<file path="src/rtl/xor_fault_monitor_pkg.sv">
// Shared types and helpers for the XOR fault-injection monitor family.
// Imported by the monitor top and its interface.
package xor_fi_pkg;

  typedef enum logic [1:0] {
    IDLE,
    SETTLE,
    CHECK
  } state_t;

  localparam int XOR_IN_W = 5;

  // Counters stick at their limit so a long run never reports a small wrapped count.
  function automatic logic [31:0] sat_inc(input logic [31:0] value, input logic [31:0] limit);
    return (value >= limit) ? value : value + 32'd1;
  endfunction

endpackage

</file>
<file path="src/rtl/xor_fault_monitor_if.sv">
// Host/target-facing signal bundle of the XOR fault monitor.
// The master side is the host plus target; the slave side is the monitor.
interface xor_fault_monitor_if #(
  parameter int CNT_W = 16
);

  logic                              start;
  logic                              stop;
  logic                              locate_mode;
  logic                              q_in;
  logic [xor_fi_pkg::XOR_IN_W-1:0]   a_out;
  logic                              osc_en;
  logic                              busy;
  logic                              fault_pulse;
  logic [xor_fi_pkg::XOR_IN_W-1:0]   fault_pattern;
  logic [CNT_W-1:0]                  fault_count;
  logic [CNT_W-1:0]                  vector_count;

  modport master (
    output start, stop, locate_mode, q_in,
    input  a_out, osc_en, busy, fault_pulse, fault_pattern, fault_count, vector_count
  );

  modport slave (
    input  start, stop, locate_mode, q_in,
    output a_out, osc_en, busy, fault_pulse, fault_pattern, fault_count, vector_count
  );

endinterface

</file>
<file path="src/rtl/xor_fault_monitor_sync_2ff.sv">
// Two-flop synchronizer for a single asynchronous level, reset to 0.
// Reusable by any target-monitor block that samples a foreign-domain signal.
module sync_2ff (
  input  logic clk,
  input  logic rst_n,
  input  logic d,
  output logic q
);

  logic meta;

  always_ff @(posedge clk or negedge rst_n) begin
    if (!rst_n) begin
      meta <= 1'b0;
      q    <= 1'b0;
    end else begin
      meta <= d;
      q    <= meta;
    end
  end

endmodule

</file>
<file path="src/rtl/xor_fault_monitor.sv">
// Sweeps all XOR input vectors into the target, checks its synchronized output
// against expected parity, and counts/latches mismatches for the host.
module xor_fault_monitor
  import xor_fi_pkg::*;
#(
  parameter int   SETTLE_CYCLES = 4,
  parameter int   CNT_W         = 16,
  parameter logic DISABLED_IN5  = 1'b1
) (
  input  logic               sysclk,
  input  logic               rst_n,
  xor_fault_monitor_if.slave bus
);

  localparam int               SC_W        = $clog2(SETTLE_CYCLES);
  localparam logic [SC_W-1:0]  SETTLE_LAST = SC_W'(SETTLE_CYCLES - 1);
  localparam logic [CNT_W-1:0] CNT_MAX     = '1;

  state_t                state_q, state_nx;
  logic [XOR_IN_W-1:0]   a_q, a_nx;
  logic [XOR_IN_W-1:0]   pat_q, pat_nx;
  logic [SC_W-1:0]       settle_q, settle_nx;
  logic [CNT_W-1:0]      fc_q, fc_nx;
  logic [CNT_W-1:0]      vc_q, vc_nx;
  logic                  stop_pend_q, stop_pend_nx;
  logic                  busy_q, busy_nx;
  logic                  osc_q, osc_nx;
  logic                  pulse_q, pulse_nx;
  logic                  q_sync;
  logic                  expected_q;

  sync_2ff u_q_sync (
    .clk   (sysclk),
    .rst_n (rst_n),
    .d     (bus.q_in),
    .q     (q_sync)
  );

  // The sixth gate input sits at its disabled level while osc_en is low.
  assign expected_q = (^a_q) ^ DISABLED_IN5;

  always_ff @(posedge sysclk or negedge rst_n) begin
    if (!rst_n) begin
      state_q     <= IDLE;
      a_q         <= '0;
      pat_q       <= '0;
      settle_q    <= '0;
      fc_q        <= '0;
      vc_q        <= '0;
      stop_pend_q <= 1'b0;
      busy_q      <= 1'b0;
      osc_q       <= 1'b0;
      pulse_q     <= 1'b0;
    end else begin
      state_q     <= state_nx;
      a_q         <= a_nx;
      pat_q       <= pat_nx;
      settle_q    <= settle_nx;
      fc_q        <= fc_nx;
      vc_q        <= vc_nx;
      stop_pend_q <= stop_pend_nx;
      busy_q      <= busy_nx;
      osc_q       <= osc_nx;
      pulse_q     <= pulse_nx;
    end
  end

  always_comb begin
    state_nx     = state_q;
    a_nx         = a_q;
    pat_nx       = pat_q;
    settle_nx    = settle_q;
    fc_nx        = fc_q;
    vc_nx        = vc_q;
    stop_pend_nx = stop_pend_q;
    busy_nx      = busy_q;
    osc_nx       = 1'b0;
    pulse_nx     = 1'b0;

    unique case (state_q)
      IDLE: begin
        osc_nx = bus.locate_mode;
        if (bus.start) begin
          state_nx     = SETTLE;
          osc_nx       = 1'b0;
          a_nx         = '0;
          pat_nx       = '0;
          settle_nx    = '0;
          fc_nx        = '0;
          vc_nx        = '0;
          stop_pend_nx = 1'b0;
          busy_nx      = 1'b1;
        end
      end

      // A stop here only marks the run for ending; the vector still gets checked.
      SETTLE: begin
        if (bus.stop) begin
          stop_pend_nx = 1'b1;
        end
        if (settle_q == SETTLE_LAST) begin
          state_nx = CHECK;
        end else begin
          settle_nx = settle_q + 1'b1;
        end
      end

      CHECK: begin
        vc_nx = CNT_W'(sat_inc(32'(vc_q), 32'(CNT_MAX)));
        if (q_sync != expected_q) begin
          pulse_nx = 1'b1;
          pat_nx   = a_q;
          fc_nx    = CNT_W'(sat_inc(32'(fc_q), 32'(CNT_MAX)));
        end
        if (bus.stop || stop_pend_q) begin
          state_nx     = IDLE;
          busy_nx      = 1'b0;
          stop_pend_nx = 1'b0;
        end else begin
          state_nx  = SETTLE;
          a_nx      = a_q + 1'b1;
          settle_nx = '0;
        end
      end

      default: begin
        state_nx = IDLE;
      end
    endcase
  end

  assign bus.a_out         = a_q;
  assign bus.osc_en        = osc_q;
  assign bus.busy          = busy_q;
  assign bus.fault_pulse   = pulse_q;
  assign bus.fault_pattern = pat_q;
  assign bus.fault_count   = fc_q;
  assign bus.vector_count  = vc_q;

endmodule
</file>
<file path="src/flat_wrapper.sv">
// flat-port wrapper written by rule: the top's interface ports become plain ports
module xor_fault_monitor_flat import xor_fi_pkg::*;
#(
  parameter int   SETTLE_CYCLES = 4,
  parameter int   CNT_W         = 16,
  parameter logic DISABLED_IN5  = 1'b1
)
  (sysclk, rst_n, bus_start, bus_stop, bus_locate_mode, bus_q_in, bus_a_out, bus_osc_en, bus_busy, bus_fault_pulse, bus_fault_pattern, bus_fault_count, bus_vector_count);
  xor_fault_monitor_if #(.CNT_W(CNT_W)) bus_i ();
  input  logic sysclk;
  input  logic rst_n;
  input wire logic [$bits(bus_i.start)-1:0] bus_start;
  input wire logic [$bits(bus_i.stop)-1:0] bus_stop;
  input wire logic [$bits(bus_i.locate_mode)-1:0] bus_locate_mode;
  input wire logic [$bits(bus_i.q_in)-1:0] bus_q_in;
  output wire logic [$bits(bus_i.a_out)-1:0] bus_a_out;
  output wire logic [$bits(bus_i.osc_en)-1:0] bus_osc_en;
  output wire logic [$bits(bus_i.busy)-1:0] bus_busy;
  output wire logic [$bits(bus_i.fault_pulse)-1:0] bus_fault_pulse;
  output wire logic [$bits(bus_i.fault_pattern)-1:0] bus_fault_pattern;
  output wire logic [$bits(bus_i.fault_count)-1:0] bus_fault_count;
  output wire logic [$bits(bus_i.vector_count)-1:0] bus_vector_count;
  assign bus_i.start = bus_start;
  assign bus_i.stop = bus_stop;
  assign bus_i.locate_mode = bus_locate_mode;
  assign bus_i.q_in = bus_q_in;
  assign bus_a_out = bus_i.a_out;
  assign bus_osc_en = bus_i.osc_en;
  assign bus_busy = bus_i.busy;
  assign bus_fault_pulse = bus_i.fault_pulse;
  assign bus_fault_pattern = bus_i.fault_pattern;
  assign bus_fault_count = bus_i.fault_count;
  assign bus_vector_count = bus_i.vector_count;
  xor_fault_monitor #(.SETTLE_CYCLES(SETTLE_CYCLES), .CNT_W(CNT_W), .DISABLED_IN5(DISABLED_IN5)) u_core (.sysclk(sysclk), .rst_n(rst_n), .bus(bus_i));
endmodule
</file>
<file path="config.mk">
export PLATFORM = sky130hd
export DESIGN_NAME = xor_fault_monitor_flat
export DESIGN_NICKNAME = d
export VERILOG_FILES = /design/src/rtl/xor_fault_monitor_pkg.sv /design/src/rtl/xor_fault_monitor_if.sv /design/src/rtl/xor_fault_monitor_sync_2ff.sv /design/src/rtl/xor_fault_monitor.sv /design/src/flat_wrapper.sv
export SDC_FILE = /design/constraint.sdc
export NUM_CORES = 1
export LEC_CHECK = 0
export ABC_AREA = 0
export CAP_MARGIN = 0
export CORE_UTILIZATION = 40
export DETAILED_ROUTE_END_ITERATION = 8
export PLACE_DENSITY = 0.77
export RECOVER_POWER = 25
export SYNTH_ARGS = -nofsm -noshare
export SYNTH_HDL_FRONTEND = slang
export SYNTH_SLANG_ARGS = --single-unit
</file>
<file path="constraint.sdc">
create_clock -name sysclk -period 2.05 [get_ports sysclk]
set_input_delay 0.41 -clock sysclk [delete_from_list [all_inputs] [get_ports sysclk]]
set_output_delay 0.41 -clock sysclk [all_outputs]
set_load 0.01 [all_outputs]
</file>
==> out/results.md, run 1 <==
* 428 — number of cells in the design after placement
* 6 — FF-to-FF path depth
* 0 — number of hold violations in the final report
* 0.486 — proportion of netlist area held by the largest area contributor
* complete, but fails checks — status
* sky130_fd_sc_hd__dfrtp_1 — most instantiated flip-flop cell in the synthesis netlist
* 0.120 — worst slew margin relative to its limit
* 0.000411 V — peak supply drop
* 52 — sink count of the clock tree
* sky130_fd_sc_hd__dfrtp_1 49%, sky130_fd_sc_hd__nand2_1 5.3%, sky130_fd_sc_hd__o21ai_0 4.9%, sky130_fd_sc_hd__o31ai_1 4.5%, sky130_fd_sc_hd__nand3_1 3.9% — largest cells by area after synthesis
* reg2reg — critical path type
* 0.417 — Initial Util
* 0 — diode count
* 51 — Top Ports
* 6 — router iterations before antenna repair
* 4 — maximum fanout along the worst path
* 0.0234 — adder-cell share of the synthesized area
* simple AND/OR/NAND/NOR gates — dominant combinational cell family by area after synthesis
* 0 — warnings from Yosys
* 0.00363 mm^2 — area of all placed cells without fillers
* 5 — number of buffers added by the clock tree synthesis step
* 441 — final std cells w/o fill
* 2830 uW — Overall Power
* 0.00702 mm^2 — Die Outline Area
* 2450 — vias in the first global route
* 0.00158 uW — P_leak
* yes — RSZ-0062 raised after global routing
* 0.00130 mm^2 — sequential cell area
* 0 — initial antenna violation count
* 16.1 um — routed wirelength normalized by instance count
* 83.8 um — die outline height
* 0 — Hold Path Cell Cnt
* 0.02 ns — setup slack of the worst register-to-register path
* flop — type of destination of the critical path
* 0.871 — routability-driven placement congestion ratio
* reg2reg — Hold Crit Class
* 9.26 um^2 — post-synthesis average cell area
* 2.03 ns — Final min period
* 0 — total congestion overflow after global routing
* 0.989 — Final Cycle Share
* 0.208 — global-route usage over all layers
* 2.22 ns — arrival time of the worst setup path
* 289 — number of standard cells after synthesis
* sky130_fd_sc_hd__dfrtp_1 — most frequent cell after synthesis
* 0.182 — Compound-Gate Fraction of Synth Area
* 0 — number of enable flip-flop cells after synthesis
* 5 — count of unresolved DRC violations after routing
* 374 — Final Net Count
* 0.31 ns — later-pin clock latency in the skew report
* sky130_fd_sc_hd__dfrtp_1 — Synth area leader
* 1.32 ns — pin slew with the least headroom to its limit
* 0.00748 — share of cell area taken by muxes after synthesis
* DRC — violated checks
* 5.83 — via density per instance
* 0 — Maximum Capacitance Violations
* 0.146 — ratio of cells with drive above 1 in the final layout
* yes — TritonCTS clock tree
* 2573 — DR vias
* 0.10 ns — clock-pin slew reported for the worst setup and hold paths after clock tree synthesis
* 83.8 um — overall die width
* 7.11 mm — Total Wirelength
* 0.565 — core utilization of the finished layout
* 0.00642 mm^2 — area inside the core boundary
* 0 — final setup violation count
* 255 — 1st-iter DRT viols
* 0.00138 mm^2 — area of combinational cells with multiple inputs
* 11.8 mm — global-route wire length before repair
* 42 — number of unique standard cell types used by synthesis
* 0.249 — share of synthesized cell area in and, or, nand and nor gates
* 35.6% — area growth from synthesis to layout
* 543 — final-layout fill cell count
* 52 — flops & latches, synth
* 29 — Core Rows
* 300 — number of nets in the synthesized netlist
* 0 — max-slew violation count
* 2 — CTS H-tree lvls
* 0.00268 mm^2 — summed instance area of the synthesized netlist
* 0.00340 mm^2 — placed cell areas
* 0.486 — Seq/Total Area, Yosys
* sky130_fd_sc_hd__clkbuf_8 — master cell of the clock root buffer
* 0 — Antenna Violating Nets Remaining
* 0.0196 — XOR/XNOR share of the synthesized area
* 779 mW/mm^2 — power density cells
* 2.25 ns — required time of the critical path
* 493 MHz — Max Freq
* 4.84 mm — detailed placement HPWL
* 2 — clock buffer depth
* 1.00 — proportion of synthesized flip-flops having asynchronous set or reset
* 52 x sky130_fd_sc_hd__dfrtp_1, 38 x sky130_fd_sc_hd__nand2_1, 26 x sky130_fd_sc_hd__o21ai_0 — list of most frequent post-synthesis cells
* 0.0123 ns — worst clock skew
* 50 — count of port buffers added during placement
* 0.363 ns — worst hold slack across all endpoints
* flop — kind of launch point of the worst setup path
* 25 — largest net degree at the start of global routing
final timing paths:
kind,end,start
worst max-delay path,u_core.bus.fault_count[15],u_core.bus.a_out[0]
worst min-delay path,u_core.u_q_sync.q,u_core.u_q_sync.meta
worst max register to register,u_core.bus.fault_count[15],u_core.bus.a_out[0]
worst min register to register,u_core.u_q_sync.q,u_core.u_q_sync.meta
max in group asynchronous,u_core.bus.fault_count[0],rst_n
min in group asynchronous,u_core.settle_q[0],rst_n
worst max-delay path, stage by stage (launching register included):
cell and delay, ns:
sky130_fd_sc_hd__dfrtp_1 0.42, sky130_fd_sc_hd__ha_4 0.26, sky130_fd_sc_hd__xor2_2 0.18, sky130_fd_sc_hd__xnor2_2 0.16, sky130_fd_sc_hd__o21ai_1 0.31, sky130_fd_sc_hd__nand2_1 0.23
sky130_fd_sc_hd__o31ai_1 0.34
per-layer routing:
metal / track usage / wire length (um) / vias up
li1: - / - / 1222
met1: 0.268 / 3110 / 1269
met2: 0.355 / 3540 / 71
met3: 0.0386 / 335 / 11
met4: 0.0674 / 121 / 0
met5: 0 / 0 / -
flip-flops by register name, summed over array words and instances, names as in the netlist:
name / cells
u_core.bus.fault_count: 16
u_core.u_q_sync.q: 1
u_core.stop_pend_q: 1
u_core.u_q_sync.meta: 1
u_core.bus.fault_pattern: 5
u_core.state_q: 2
u_core.bus.fault_pulse: 1
u_core.bus.osc_en: 1
u_core.bus.a_out: 5
u_core.bus.vector_count: 16
u_core.bus.busy: 1
u_core.settle_q: 2
per-stage QoR:
stage	TNS [ns]	setup slack (ns)
floorplan	0	0.0233
global placement	-0.525	-0.0615
detailed placement	-0.817	-0.135
CTS	0	0.00634
global route	-0.0692	-0.0459
finish	0	0.0234
report_power, final:
| group | switching [uW] | internal (uW) |
|---|---|---|
| registers | 86.3 | 1110 |
| clock network | 353 | 431 |
| logic | 491 | 353 |
cell usage in the layout, fill, tap and decap left out, types with 5 or more instances in the layout:
cell	netlist	final
sky130_fd_sc_hd__clkbuf_8	0	7
sky130_fd_sc_hd__and3_1	11	11
sky130_fd_sc_hd__inv_1	5	5
sky130_fd_sc_hd__a21oi_1	13	11
sky130_fd_sc_hd__clkdlybuf4s50_1	0	48
sky130_fd_sc_hd__o21ai_0	26	25
sky130_fd_sc_hd__nand3_1	21	21
sky130_fd_sc_hd__dfrtp_1	52	51
sky130_fd_sc_hd__nor2_1	20	20
sky130_fd_sc_hd__nand4_1	10	10
sky130_fd_sc_hd__nand2b_1	5	5
sky130_fd_sc_hd__nand2_1	38	38
sky130_fd_sc_hd__o31ai_1	16	16
sky130_fd_sc_hd__and4_1	6	6
sky130_fd_sc_hd__buf_4	1	28
what timing repair did:
action                     CTS  global route
hold buffers                 0             0
setup endpoints to repair   14            15
pin swaps                    3             8
gates resized for setup     10             9
setup buffers                4             0
gates cloned                 1             0
cell type report:
cell class / count / area share
clock inverter: 1 / 0.00827
multi-input combinational: 220 / 0.379
clock buffer: 7 / 0.0265
sequential: 52 / 0.359
timing repair buffer: 79 / 0.195
inverter: 5 / 0.00517
tap: 77 / 0.0265
logic make-up (layout without fill, tap and decap cells):
logic type / after synthesis / count (layout)
AO/OA/AOI/OAI: 76 / 77
XOR/XNOR: 6 / 6
adder cells (fa/ha/maj): 5 / 5
buffers and inverters: 18 / 92
flip-flops: 52 / 52
multiplexers: 2 / 2
AND/OR/NAND/NOR: 130 / 130
Power figures use the tool's default switching activity.
==> run 2, diff against run 1 <==
Settings changed: DONT_BUFFER_PORTS set to 1, PLACE_DENSITY 0.77 to 0.66.
==> out/results.md, run 2 (synthesized netlist as in run 1, its figures left out) <==
* complete, but fails checks — status
* DRC — violated checks
* 5.91 — via density per instance
* 52 x sky130_fd_sc_hd__dfrtp_1, 45 x sky130_fd_sc_hd__buf_4, 38 x sky130_fd_sc_hd__nand2_1, 22 x sky130_fd_sc_hd__o21ai_0, 21 x sky130_fd_sc_hd__nand3_1 — highest-count cells in the layout ignoring fill and taps
* 0.346 — share of total power consumed by net switching
* 1720 uW — Power Internal
* 1.27 ns — pin slew with the least headroom to its limit
* yes — TritonCTS clock tree
* 585 — final-layout fill cell count
* 2.29 ns — required time of the critical path
* sky130_fd_sc_hd__or4_4 — worst-path cell with the longest stage delay
* 8 — router iterations before antenna repair
* 22.0% — area growth from synthesis to layout
* 29 — Core Rows
* 52 — sink count of the clock tree
* 0.232 — Clock Power Share
* 0 — Maximum Capacitance Violations
* 0.000483 V — peak supply drop
* 343 — Final Net Count
* sky130_fd_sc_hd__xnor2_1 — most used cell, CP
* 11.3 mm — global-route wire length before repair
* 0 — count of port buffers added during placement
* 5 — count of unresolved DRC violations after routing
* 0.09 ns — clock-pin slew reported for the worst setup and hold paths after clock tree synthesis
* 0 — diode count
* 0 — number of hold violations in the final report
* 16.5 um — routed wirelength normalized by instance count
* 0.999 — Final Cycle Share
* 0 — total congestion overflow after global routing
* 5 — number of buffers added by the clock tree synthesis step
* ha_1, xnor2_1, xnor2_1, o21a_2, or4_4, a21oi_2 — Critical Path, Cell by Cell
* 0.508 — core utilization of the finished layout
* 0.201 — global-route usage over all layers
* 6.75 mm — Total Wirelength
* 0.118 ns — worst hold slack across all endpoints
* 83.8 um — die outline height
* 0.00702 mm^2 — Die Outline Area
* 51 — Top Ports
* 172 — 1st-iter DRT viols
* sky130_fd_sc_hd__dfrtp_1 — commonest non-fill, non-tap cell in the layout
* 0.00150 uW — P_leak
* sky130_fd_sc_hd__clkbuf_8 — master cell of the clock root buffer
* flop — type of destination of the critical path
* 0.151 — worst slew margin relative to its limit
* flop — kind of launch point of the worst setup path
* 0.319 — combinational share of power
* 2.05 ns — Final min period
* 0 — Antenna Violating Nets Remaining
* yes — RSZ-0062 raised after global routing
* 0.417 — Initial Util
* 0.53 ns — Worst path max stage delay
* 2 — CTS H-tree lvls
* 0.00642 mm^2 — area inside the core boundary
* in2reg — Hold Crit Class
* 0 — final setup violation count
* 0.00657 ns — worst clock skew
* 0 — initial antenna violation count
* -0.110 ns — Placement Setup Slack
* 0.835 — routability-driven placement congestion ratio
* 0.31 ns — later-pin clock latency in the skew report
* 0.216 — ratio of cells with drive above 1 in the final layout
* 908 uW — sw power
* 0 ns — post-route setup TNS
* 0.450 — register share of total power
* 83.8 um — overall die width
* 2364 — vias in the first global route
* 805 mW/mm^2 — power density cells
* 2 — clock buffer depth
* 488 MHz — Max Freq
* 0 — max-slew violation count
* 2423 — DR vias
* 4.72 mm — detailed placement HPWL
* 7 — maximum fanout along the worst path
* reg2reg — critical path type
* 53 — largest net degree at the start of global routing
* 0.00131 ns — post-route setup slack
* 2.29 ns — arrival time of the worst setup path
==> run 2: layout make-up <==
type,count,area (um^2),share of cell area
tap,77,96.3,0.0295
multi-input combinational,219,1380,0.423
clock buffer,6,82.6,0.0253
sequential,52,1300,0.398
timing repair buffer,49,375,0.115
inverter,5,18.8,0.00575
clock inverter,2,10.0,0.00307
==> run 2: final timing paths <==
path	from	endpoint	slack, ns	cells after the start
worst min-delay path	bus_q_in	u_core.u_q_sync.meta	0.12	0
worst max-delay path	u_core.bus.a_out[2]	u_core.bus.fault_count[3]	0.001	6
max in group asynchronous	rst_n	u_core.bus.vector_count[11]	0.37	2
worst max register to register	u_core.bus.a_out[2]	u_core.bus.fault_count[3]	0.001	6
worst min register to register	u_core.u_q_sync.meta	u_core.u_q_sync.q	0.36	0
min in group asynchronous	rst_n	u_core.bus.osc_en	0.92	2
==> run 2: per-stage QoR <==
step | power (uW) | cell area (um^2) | instances
after floorplan | 1630 | 2680 | 289
after global placement | 1900 | 3010 | 394
after detailed placement | 1910 | 3010 | 394
after CTS | 2610 | 3210 | 409
after global routing | 2790 | 3270 | 410
final | 2630 | 3270 | 410
==> run 2: routing by layer <==
layer	up-vias	wire (um)	GRT usage
met5	-	0	0
met3	8	372	0.0514
met2	49	3230	0.323
met1	1204	3030	0.258
met4	0	112	0.0846
li1	1162	-	-
==> run 2: timing repair <==
item | 4_1_cts | 5_1_grt
setup endpoints to repair | 9 | 16
setup buffers | 5 | 1
hold buffers | 2 | 0
endpoints found under the hold margin | 52 | 0
resized for setup | 9 | 17
pin swaps | 7 | 8
==> run 2: power groups by stage <==
stage	registers (uW)	logic [uW]	clock network (uW)
after floorplan	1220	409	0
after detailed placement	1200	715	0
after global placement	1200	701	0
final	1180	837	609
after global routing	1190	936	666
after CTS	1180	805	629
==> run 2: critical path, delay by kind of cell (launching register included) <==
kind                     cells  cell delay [ns]
flip-flops                   1             0.40
AND/OR/NAND/NOR              1             0.53
adder cells (fa/ha/maj)      1             0.31
AO/OA/AOI/OAI                2             0.42
XOR/XNOR                     2             0.32
==> run 3, diff against run 2 <==
Settings changed: SLEW_MARGIN set to 20.
==> results of run 3 <==
No change in the layout: final DEF, timing and power equal those of run 2.
